<file path="src/rtl/regfile_pkg.sv">
// Shared definitions for the multi-port register file: op-word constants,
// clear-FSM state encoding and the byte-enable to bit-mask helper.
package regfile_pkg;

  localparam logic [3:0] OP_ALU_NIB = 4'h0;
  localparam logic [7:0] OP_WRITE   = 8'h11;
  localparam logic [7:0] OP_READ    = 8'h12;
  localparam logic [7:0] OP_CLEAR   = 8'h13;

  // Widest register the mask helper supports; callers truncate to DATA_WIDTH.
  localparam int MAX_BE = 8;
  localparam int MAX_W  = 8 * MAX_BE;

  typedef enum logic {
    IDLE  = 1'b0,
    CLEAR = 1'b1
  } state_t;

  function automatic logic [MAX_W-1:0] be_to_mask(input logic [MAX_BE-1:0] be);
    logic [MAX_W-1:0] mask;
    for (int b = 0; b < MAX_BE; b++) begin
      mask[b*8 +: 8] = {8{be[b]}};
    end
    return mask;
  endfunction

endpackage

</file>
<file path="src/rtl/regfile_read_port.sv">
// One registered read lane: address mux, same-cycle write bypass merge,
// register-0 forcing and the rd_data/rd_valid output flops.
module regfile_read_port #(
  parameter int DATA_WIDTH = 16,
  parameter int ADDR_WIDTH = 4,
  parameter int BYPASS     = 1,
  parameter int ZERO_REG   = 0
) (
  input  logic                  clk,
  input  logic                  reset,
  input  logic                  en,
  input  logic [ADDR_WIDTH-1:0] addr,
  input  logic [DATA_WIDTH-1:0] mem [2**ADDR_WIDTH],
  input  logic                  wr_en,
  input  logic [ADDR_WIDTH-1:0] wr_addr,
  input  logic [DATA_WIDTH-1:0] wr_data,
  input  logic [DATA_WIDTH-1:0] wr_mask,
  output logic [DATA_WIDTH-1:0] rd_data,
  output logic                  rd_valid
);

  logic [DATA_WIDTH-1:0] rd_next;

  // NOTE: combinational blocks assign a default first so no path leaves a latch.
  always_comb begin
    rd_next = mem[addr];
    if (BYPASS != 0 && wr_en && wr_addr == addr) begin
      rd_next = (mem[addr] & ~wr_mask) | (wr_data & wr_mask);
    end
    if (ZERO_REG != 0 && addr == '0) begin
      rd_next = '0;
    end
  end

  // NOTE: sequential state uses non-blocking assignments only.
  always_ff @(posedge clk) begin
    if (reset) begin
      rd_data  <= '0;
      rd_valid <= 1'b0;
    end else begin
      rd_valid <= en;
      rd_data  <= en ? rd_next : '0;
    end
  end

endmodule

</file>
<file path="src/rtl/multi_port_register_file.sv">
// Register file with N_READ registered read lanes, one byte-enabled write port,
// optional write-to-read bypass and a one-entry-per-cycle CLEAR sweep.
module multi_port_register_file
  import regfile_pkg::*;
#(
  parameter int DATA_WIDTH = 16,
  parameter int ADDR_WIDTH = 4,
  parameter int N_READ     = 2,
  parameter int BYPASS     = 1,
  parameter int ZERO_REG   = 0
) (
  input  logic                         clk,
  input  logic                         reset,
  input  logic [15:0]                  op,
  input  logic [N_READ*ADDR_WIDTH-1:0] rd_addr,
  input  logic [ADDR_WIDTH-1:0]        wr_addr,
  input  logic [DATA_WIDTH-1:0]        wr_data,
  input  logic [DATA_WIDTH/8-1:0]      wr_be,
  output logic [N_READ*DATA_WIDTH-1:0] rd_data,
  output logic [N_READ-1:0]            rd_valid,
  output logic                         busy,
  output logic                         wr_drop
);

  localparam int N_REG = 2**ADDR_WIDTH;

  logic [DATA_WIDTH-1:0] mem [N_REG];
  state_t                state, next_state;
  logic [ADDR_WIDTH-1:0] clr_ptr;
  logic [DATA_WIDTH-1:0] wr_mask;
  logic                  is_alu, is_write, is_read, is_clear;
  logic                  wr_req, wr_commit;
  logic [N_READ-1:0]     lane_en;
  logic                  unused_op;

  assign is_alu   = (op[15:12] == OP_ALU_NIB);
  assign is_write = (op[15:8]  == OP_WRITE);
  assign is_read  = (op[15:8]  == OP_READ);
  assign is_clear = (op[15:8]  == OP_CLEAR);
  assign unused_op = ^op[7:0];

  assign wr_mask   = DATA_WIDTH'(be_to_mask(MAX_BE'(wr_be)));
  assign wr_req    = (is_alu || is_write) && (wr_be != '0);
  // Writes to r0 with ZERO_REG set vanish without raising wr_drop.
  assign wr_commit = wr_req && (state == IDLE) && !(ZERO_REG != 0 && wr_addr == '0);
  assign busy      = (state == CLEAR);

  always_comb begin
    lane_en = '0;
    if (state == IDLE) begin
      if (is_alu)       lane_en    = '1;
      else if (is_read) lane_en[0] = 1'b1;
    end
  end

  always_comb begin
    next_state = state;
    case (state)
      IDLE:    if (is_clear) next_state = CLEAR;
      CLEAR:   if (clr_ptr == ADDR_WIDTH'(N_REG - 1)) next_state = IDLE;
      default: next_state = IDLE;
    endcase
  end

  always_ff @(posedge clk) begin
    if (reset) begin
      state   <= IDLE;
      clr_ptr <= '0;
      wr_drop <= 1'b0;
    end else begin
      state   <= next_state;
      clr_ptr <= (state == CLEAR) ? clr_ptr + ADDR_WIDTH'(1) : '0;
      wr_drop <= wr_req && (state == CLEAR);
    end
  end

  // NOTE: the storage array is reset because reset must leave every entry reading 0.
  always_ff @(posedge clk) begin
    if (reset) begin
      for (int i = 0; i < N_REG; i++) mem[i] <= '0;
    end else if (state == CLEAR) begin
      mem[clr_ptr] <= '0;
    end else if (wr_commit) begin
      mem[wr_addr] <= (mem[wr_addr] & ~wr_mask) | (wr_data & wr_mask);
    end
  end

  for (genvar k = 0; k < N_READ; k++) begin : g_lane
    regfile_read_port #(
      .DATA_WIDTH (DATA_WIDTH),
      .ADDR_WIDTH (ADDR_WIDTH),
      .BYPASS     (BYPASS),
      .ZERO_REG   (ZERO_REG)
    ) u_port (
      .clk      (clk),
      .reset    (reset),
      .en       (lane_en[k]),
      .addr     (rd_addr[k*ADDR_WIDTH +: ADDR_WIDTH]),
      .mem      (mem),
      .wr_en    (wr_commit),
      .wr_addr  (wr_addr),
      .wr_data  (wr_data),
      .wr_mask  (wr_mask),
      .rd_data  (rd_data[k*DATA_WIDTH +: DATA_WIDTH]),
      .rd_valid (rd_valid[k])
    );
  end

endmodule

</file>
<file path="config.mk">
export PLATFORM = sky130hd
export DESIGN_NAME = multi_port_register_file
export DESIGN_NICKNAME = d
export VERILOG_FILES = /design/src/rtl/regfile_pkg.sv /design/src/rtl/regfile_read_port.sv /design/src/rtl/multi_port_register_file.sv
export SDC_FILE = /design/constraint.sdc
export NUM_CORES = 1
export LEC_CHECK = 0
export BUFFER_PORTS_ARGS = -buffer_cell sky130_fd_sc_hd__buf_2
export CAP_MARGIN = 20
export CORE_AREA = 2 2 243 125
export CTS_CLUSTER_DIAMETER = 120
export DETAILED_ROUTE_END_ITERATION = 6
export DIE_AREA = 0 0 245 127
export PLACE_DENSITY_LB_ADDON = 0.15
export SLEW_MARGIN = 0
export SYNTH_ARGS = -nofsm -noshare
export SYNTH_HDL_FRONTEND = slang
export SYNTH_HIERARCHICAL = 1
export SYNTH_SLANG_ARGS = --single-unit
</file>
<file path="constraint.sdc">
create_clock -name clk -period 3.6 [get_ports clk]
set_input_delay 0 -clock clk [delete_from_list [all_inputs] [get_ports clk]]
set_output_delay 0 -clock clk [all_outputs]
set_load 0.005 [all_outputs]
</file>
==> impl_metrics.csv, run 1 <==
group,metric,value,unit
placement,portBuffers,75,
finish,synthToLayoutAreaGrowth,12.2,%
finish,fillerInstances,2224,
worst_setup_path,rr_worst_depth,7,
power,pwr-share-clk,46.2,%
timing,final_min_period_over_clock_period,78.6,%
timing,setup_viol,0,
power,reg_power_share,44.2,%
worst_setup_path,worstPathCellList,"buf_4, or3_1, nor3_1, and2_1, buf_4, a22oi_1, nor2_1",
flow_run,max-cap-violations,0,
power,combPwrFrac,9.5,%
synthesis,synth_top_flop_cell,"dfxtp_1",
clocking,cts_setup_buffers,0,
worst_setup_path,crit_fanout,14,
power,internal-power,5.51,mW
finish,final_net_count,1702,
clocking,cts_hold_buf,19,
timing,rsz_0062_raised_after_global_routing,"no",
worst_setup_path,r2r_slack,0.77,ns
synthesis,avgSynthCellArea,10.6,um2
power,fin_total_pwr,7.42,mW
power,powerDensity,390,nW/um2
route,routed_wl,64600,um
hold_path,holdCritPathClass,"in -> reg",
synthesis,netlist_instances,1606,
worst_setup_path,cp.required,4.12,ns
timing,hold_viol_final,0,
floorplanning,placeableCoreArea,28800,um2
clocking,clock_tree_from_tritoncts,"yes",
outcome,result_of_the_run,"finished, violations left",
finish,share_of_final_layout_standard_cells_stronger_than_drive_strength_1,25.0,%
power,cellLeakagePower,6.84,nW
synthesis,synth_common_cells,"dfxtp_1, a22oi_1, mux4_2",
worst_setup_path,critPathSlowestCell,"and2_1",
floorplanning,floorplan.initialDensity,59.0,%
timing,max_freq,354,MHz
placement,dp.final_hpwl,41200,um
worst_setup_path,critical_path.max_stage_delay,0.67,ns
synthesis,post_synth_num_cell_types,59,
floorplanning,num_rows,44,
global_route,gr-total-overflow,0,
route,drc,4,
global_route,number_of_global_route_vias_before_repair,15400,
synthesis,post_synthesis_instance_area,17000,um2
timing,layout_min_cycle_time,2.83,ns
synthesis,synth.yosys.warnings,6,
synthesis,synth_area_leader_cell,"dfxtp_1",
placement,globalplace.congestion,0.963,
timing,fin_setup_tns,0,ns
floorplanning,area_of_the_die,31100,um2
synthesis,synth_top_area_share,34.9,%
floorplanning,die_h,127,um
route,drt_pass1_iterations,7,
power,peakVddDrop,0.396,mV
clocking,ctsResizeCount,0,
timing,slew_headroom,14.0,%
timing,fin_skew,0.0223,ns
worst_setup_path,crit_path_capture_type,"flop",
power,switchingPower,1.91,mW
synthesis,count_of_flip_flops_with_a_built_in_enable_after_synthesis,0,
timing,slew_violations,0,
route,routed-via-count,15900,
outcome,violations,"design-rule violations",
clocking,clock_latency_reported_for_the_late_side_of_the_worst_skew_pair,0.60,ns
finish,n_antenna_cell,0,
floorplanning,design.portCount,84,
worst_setup_path,worst_path_class_setup,"reg -> reg",
clocking,cts-buffers-inserted,28,
route,antenna_left,0,
clocking,cts_max_level,1,
synthesis,cell_types_occupying_the_most_area_after_synthesis,"dfxtp_1, mux4_2, a22oi_1, nor2_1, a22o_1",
clocking,cts_root_buffer,"clkbuf_16",
clocking,clockBufferDepth,3,
route,post_drt_via_cell_ratio,7.71,
timing,tightest_slew,1.29,ns
global_route,grt_util_all_layers,40.9,%
route,routedWlPerCell,31.3,um
clocking,cts.sinks,296,
power,swShare,25.7,%
hold_path,holdPathStages,3,
clocking,clk_transition_reported_paths,0.07,ns
synthesis,async_reset_ff_share,0,%
worst_setup_path,worstPathArrival,3.35,ns
worst_setup_path,startpoint_type,"flop",
global_route,grt_max_degree,72,
worst_setup_path,critPathMostFrequentCell,"buf_4",
global_route,grt_first_pass_wirelength,95200,um
synthesis,synth_sequential_area_ratio,34.9,%
global_route,antenna_found_initial,0,
synthesis,postSynthNetCount,1658,
synthesis,synth.most_common_cell,"dfxtp_1",
route,first_iter_violations,2670,
synthesis,postSynthRegisterBits,296,
floorplanning,chipWidth,245,um
-- registers in the layout, indices dropped and copies added (netlist names) --
register                flops
mem                       256
g_lane.u_port/rd_data      32
clr_ptr                     4
g_lane.u_port/rd_valid      2
busy                        1
wr_drop                     1
-- cells in the final DEF (no fill, tap or decap), drive strengths merged, types with 35 or more instances in the layout --
cell type,instances
a31oi,35
buf,167
and2,50
mux4,173
o21ai,75
a22oi,206
a22o,46
dfxtp,296
nand3,58
nand2,60
clkbuf,36
nor2,151
-- critical path: cells and delay by family, from the launching register on --
| kind | cells | cell delay (ns) |
|---|---|---|
| DFF | 1 | 0.49 |
| and+or+nand+nor | 4 | 1.60 |
| buffers and inverters | 2 | 0.56 |
| AOI/OAI and AO/OA | 1 | 0.10 |
-- final cells by class --
| cell class | instances | area [um2] | area share (%) |
|---|---|---|---|
| tap | 391 | 489 | 2.57 |
| clock inverter | 15 | 267 | 1.40 |
| inverter | 8 | 30.0 | 0.158 |
| multi-input combinational | 1130 | 10200 | 53.7 |
| timing repair buffer | 186 | 1340 | 7.06 |
| sequential | 296 | 5930 | 31.1 |
| clock buffer | 36 | 771 | 4.05 |
-- per-stage QoR --
| stage | std cells | setup slack, ns | area, um2 | hold WS [ns] | utilization, % |
|---|---|---|---|---|---|
| after detailed placement | 1990 | 0.841 | 17800 | 0.289 | 61.8 |
| after CTS | 2060 | 0.894 | 19000 | 0.0873 | 66.0 |
| after floorplan | 1606 | 1.30 | 17000 | 0.152 | - |
| after global placement | 1990 | 0.882 | 17800 | 0.258 | 61.8 |
| after global routing | 2062 | 0.629 | 19000 | 0.114 | 66.1 |
| final | 2062 | 0.771 | 19000 | 0.107 | 66.1 |
-- power by group through the flow --
stage          registers, mW  logic, mW  clock network, mW
2_1_floorplan           3.36      0.422                  0
3_3_place_gp            3.36      0.638                  0
3_5_place_dp            3.36      0.653                  0
4_1_cts                 3.28      0.670               3.43
5_1_grt                 3.28      0.720               3.55
6_report                3.28      0.707               3.43
-- kinds of logic (layout without fill, tap and decap cells) --
family                   after synthesis  after routing  synth area share (%)
flip-flops                           296            296                  34.9
XOR/XNOR                              10             10                 0.516
AND/OR/NAND/NOR                      400            400                  11.6
multiplexers                         219            219                  25.8
AO/OA/AOI/OAI                        497            497                  21.9
buffers and inverters                180            245                  5.00
adder cells (fa/ha/maj)                4              4                 0.295
-- per-layer routing --
layer / share of wire, % / GRT usage, %
met5: 0 / 0
met4: 5.9 / 22.5
met3: 16 / 16.1
met2: 41 / 58.1
met1: 36 / 53.7
-- path summary, 6_finish.rpt --
path / start / end
max: busy / mem[251]
min: wr_be[1] / g_lane[0].u_port/rd_data[15]
max reg2reg: busy / mem[251]
min reg2reg: clr_ptr[0] / clr_ptr[0]
Power figures use the tool's default switching activity.
==> inputs of run 2 (changes only) <==
--- a/config.mk
+++ b/config.mk
@@ -7,10 +7,10 @@
 export LEC_CHECK = 0
 export BUFFER_PORTS_ARGS = -buffer_cell sky130_fd_sc_hd__buf_2
 export CAP_MARGIN = 20
-export CORE_AREA = 2 2 243 125
+export CORE_AREA = 2 2 250 129
 export CTS_CLUSTER_DIAMETER = 120
 export DETAILED_ROUTE_END_ITERATION = 6
-export DIE_AREA = 0 0 245 127
+export DIE_AREA = 0 0 252 131
 export PLACE_DENSITY_LB_ADDON = 0.15
 export SLEW_MARGIN = 0
 export SYNTH_ARGS = -nofsm -noshare
==> constraint.sdc (replaced) <==
create_clock -name clk -period 2.6 [get_ports clk]
set_input_delay 0 -clock clk [delete_from_list [all_inputs] [get_ports clk]]
set_output_delay 0 -clock clk [all_outputs]
set_load 0.005 [all_outputs]
==> run 2 against run 1 <==
  * The flow still finishes with violations (design-rule violations)
  * Largest cell class unchanged
  * Sequential share of layout area fell by 0.49 points
  * Sequential power rose by 39%
  * Global-route usage fell by 0.17 points
  * Count of clock-buffer cells in the layout rose by 9
  * Largest power group is now sequential cells
  * Critical endpoint is now mem[75]
  * Worst setup slack got worse by 0.73 ns
  * First-iteration DRC count fell by 4.0%
  * Critical path type is now in -> reg
==> impl_metrics.csv, run 2 (same netlist as run 1, synthesis figures left out) <==
group,metric,value,unit
worst_setup_path,startpoint_type,"input pin",
power,fin_total_pwr,9.92,mW
timing,tightest_slew,1.18,ns
hold_path,holdCritPathClass,"in -> reg",
floorplanning,num_rows,46,
finish,largest_reg_flops,256,
worst_setup_path,crit-reg2reg-launch,"busy",
global_route,antenna_found_initial,2,
clocking,clk_transition_reported_paths,0.07,ns
route,post_drt_via_cell_ratio,7.42,
global_route,groute.layer.met1.usage,60.3,%
timing,setup_viol,0,
route,routedWlPerCell,31.8,um
worst_setup_path,r2r_slack,0.14,ns
global_route,grt_util_all_layers,40.8,%
timing,fin_skew,0.0139,ns
route,routed_wl,67600,um
timing,final_min_period_over_clock_period,98.3,%
placement,globalplace.congestion,1.06,
worst_setup_path,worst_path_class_setup,"in -> reg",
global_route,grt_max_degree,66,
placement,dp.final_hpwl,49700,um
outcome,violations,"design-rule violations",
floorplanning,die_h,131,um
route,drt_pass1_iterations,7,
clocking,clockBufferDepth,3,
finish,fillerInstances,2529,
clocking,cts_max_level,1,
worst_setup_path,rr_endpoint,"mem[117]",
clocking,ctsResizeCount,0,
finish,n_antenna_cell,0,
floorplanning,floorplan.initialDensity,54.8,%
route,routed-via-count,15700,
power,powerDensity,513,nW/um2
power,peakVddDrop,0.450,mV
power,cellLeakagePower,7.04,nW
floorplanning,placeableCoreArea,31000,um2
floorplanning,area_of_the_die,33000,um2
clocking,clock_tree_from_tritoncts,"yes",
finish,synthToLayoutAreaGrowth,13.9,%
global_route,number_of_global_route_vias_before_repair,13900,
timing,layout_min_cycle_time,2.56,ns
finish,final_cell_mix,"dfxtp_1, a22oi_1, mux4_2",
route,first_iter_violations,2564,
clocking,cts.sinks,296,
placement,portBuffers,75,
placement,pre_cts_slack,-0.0684,ns
finish,registers.top_by_ff_count,"mem",
finish,share_of_final_layout_standard_cells_stronger_than_drive_strength_1,26.5,%
finish,final_net_count,1746,
global_route,gr-total-overflow,0,
flow_run,max-cap-violations,0,
clocking,clock_latency_reported_for_the_late_side_of_the_worst_skew_pair,0.58,ns
route,antenna_left,0,
timing,max_freq,391,MHz
finish,final_common_cell,"dfxtp_1",
worst_setup_path,worstPathArrival,3.07,ns
floorplanning,design.portCount,84,
hold_path,hold_path_end,"g_lane[1].u_port/rd_data[2]",
clocking,cts_root_buffer,"clkbuf_16",
timing,post-route-worst-setup-slack,0.0444,ns
global_route,globalRouteMet3Util,28.3,%
global_route,global_route.usage.met2,46.7,%
global_route,grt_first_pass_wirelength,97200,um
timing,slew_headroom,21.3,%
worst_setup_path,rr_worst_depth,8,
worst_setup_path,crit_fanout,17,
clocking,cts_hold_buf,20,
global_route,gr-max-usage-layer,"met1",
clocking,cts-buffers-inserted,28,
timing,hold_viol_final,0,
worst_setup_path,crit_path_capture_type,"flop",
floorplanning,chipWidth,252,um
clocking,cts_setup_buffers,0,
finish,reg.largest.list,"mem: 256 flops, g_lane.u_port/rd_data: 32 flops, clr_ptr: 4 flops",
route,drc,1,
outcome,result_of_the_run,"finished, violations left",
hold_path,hp-start,"wr_be[0]",
timing,rsz_0062_raised_after_global_routing,"no",
hold_path,holdPathStages,3,
timing,slew_violations,0,
worst_setup_path,cp.required,3.11,ns
[run 2: per-layer routing]
layer  share of wire, %  vias up
met5               0.80        -
met1                 42     7729
met2                 34     1393
li1                   -     6518
met4                1.2       10
met3                 22       95
[run 2: worst max path at each step]
stage | cells past startpoint | to | startpoint
finish | 9 | mem[75] | op[9]
detailed placement | 8 | mem[149] | wr_addr[0]
global placement | 8 | mem[158] | wr_addr[0]
global route | 9 | mem[76] | op[9]
floorplan | 8 | g_lane[0].u_port/rd_data[0] | op[9]
CTS | 6 | mem[148] | busy
[run 2: power by group]
| part | internal, mW | switching, mW |
|---|---|---|
| Combinational | 0.349 | 0.670 |
| Sequential | 4.54 | 0.00842 |
| Clock | 2.49 | 1.87 |
| Total | 7.37 | 2.55 |
[run 2: cell type report]
type | instances | area, um2 | share of cell area [%]
Clock buffer | 45 | 876 | 4.53
Clock inverter | 5 | 75.1 | 0.388
Inverter | 8 | 30.0 | 0.155
Multi-Input combinational cell | 1130 | 10200 | 52.8
Sequential cell | 296 | 5930 | 30.6
Tap cell | 408 | 510 | 2.64
Timing Repair Buffer | 230 | 1720 | 8.87
[run 2: critical path, stage by stage]
cell,delay [ns]
dlygate4sd3_1,0.53
buf_2,0.13
or4b_1,0.74
a2111oi_4,0.41
buf_4,0.30
nand3_4,0.09
buf_4,0.23
nor2_1,0.42
a22o_1,0.20
[run 2: through the flow]
stage                     setup TNS (ns)  cells  hold WS [ns]  instance area (um2)  utilization, %
after floorplan                        0   1606         0.152                17000               -
after global placement                 0   2050         0.280                18200            58.7
after detailed placement          -0.783   2050         0.278                18200            58.7
after CTS                              0   2120        0.0578                19300            62.4
after global routing                   0   2122        0.0786                19300            62.5
final                                  0   2122        0.0614                19300            62.5
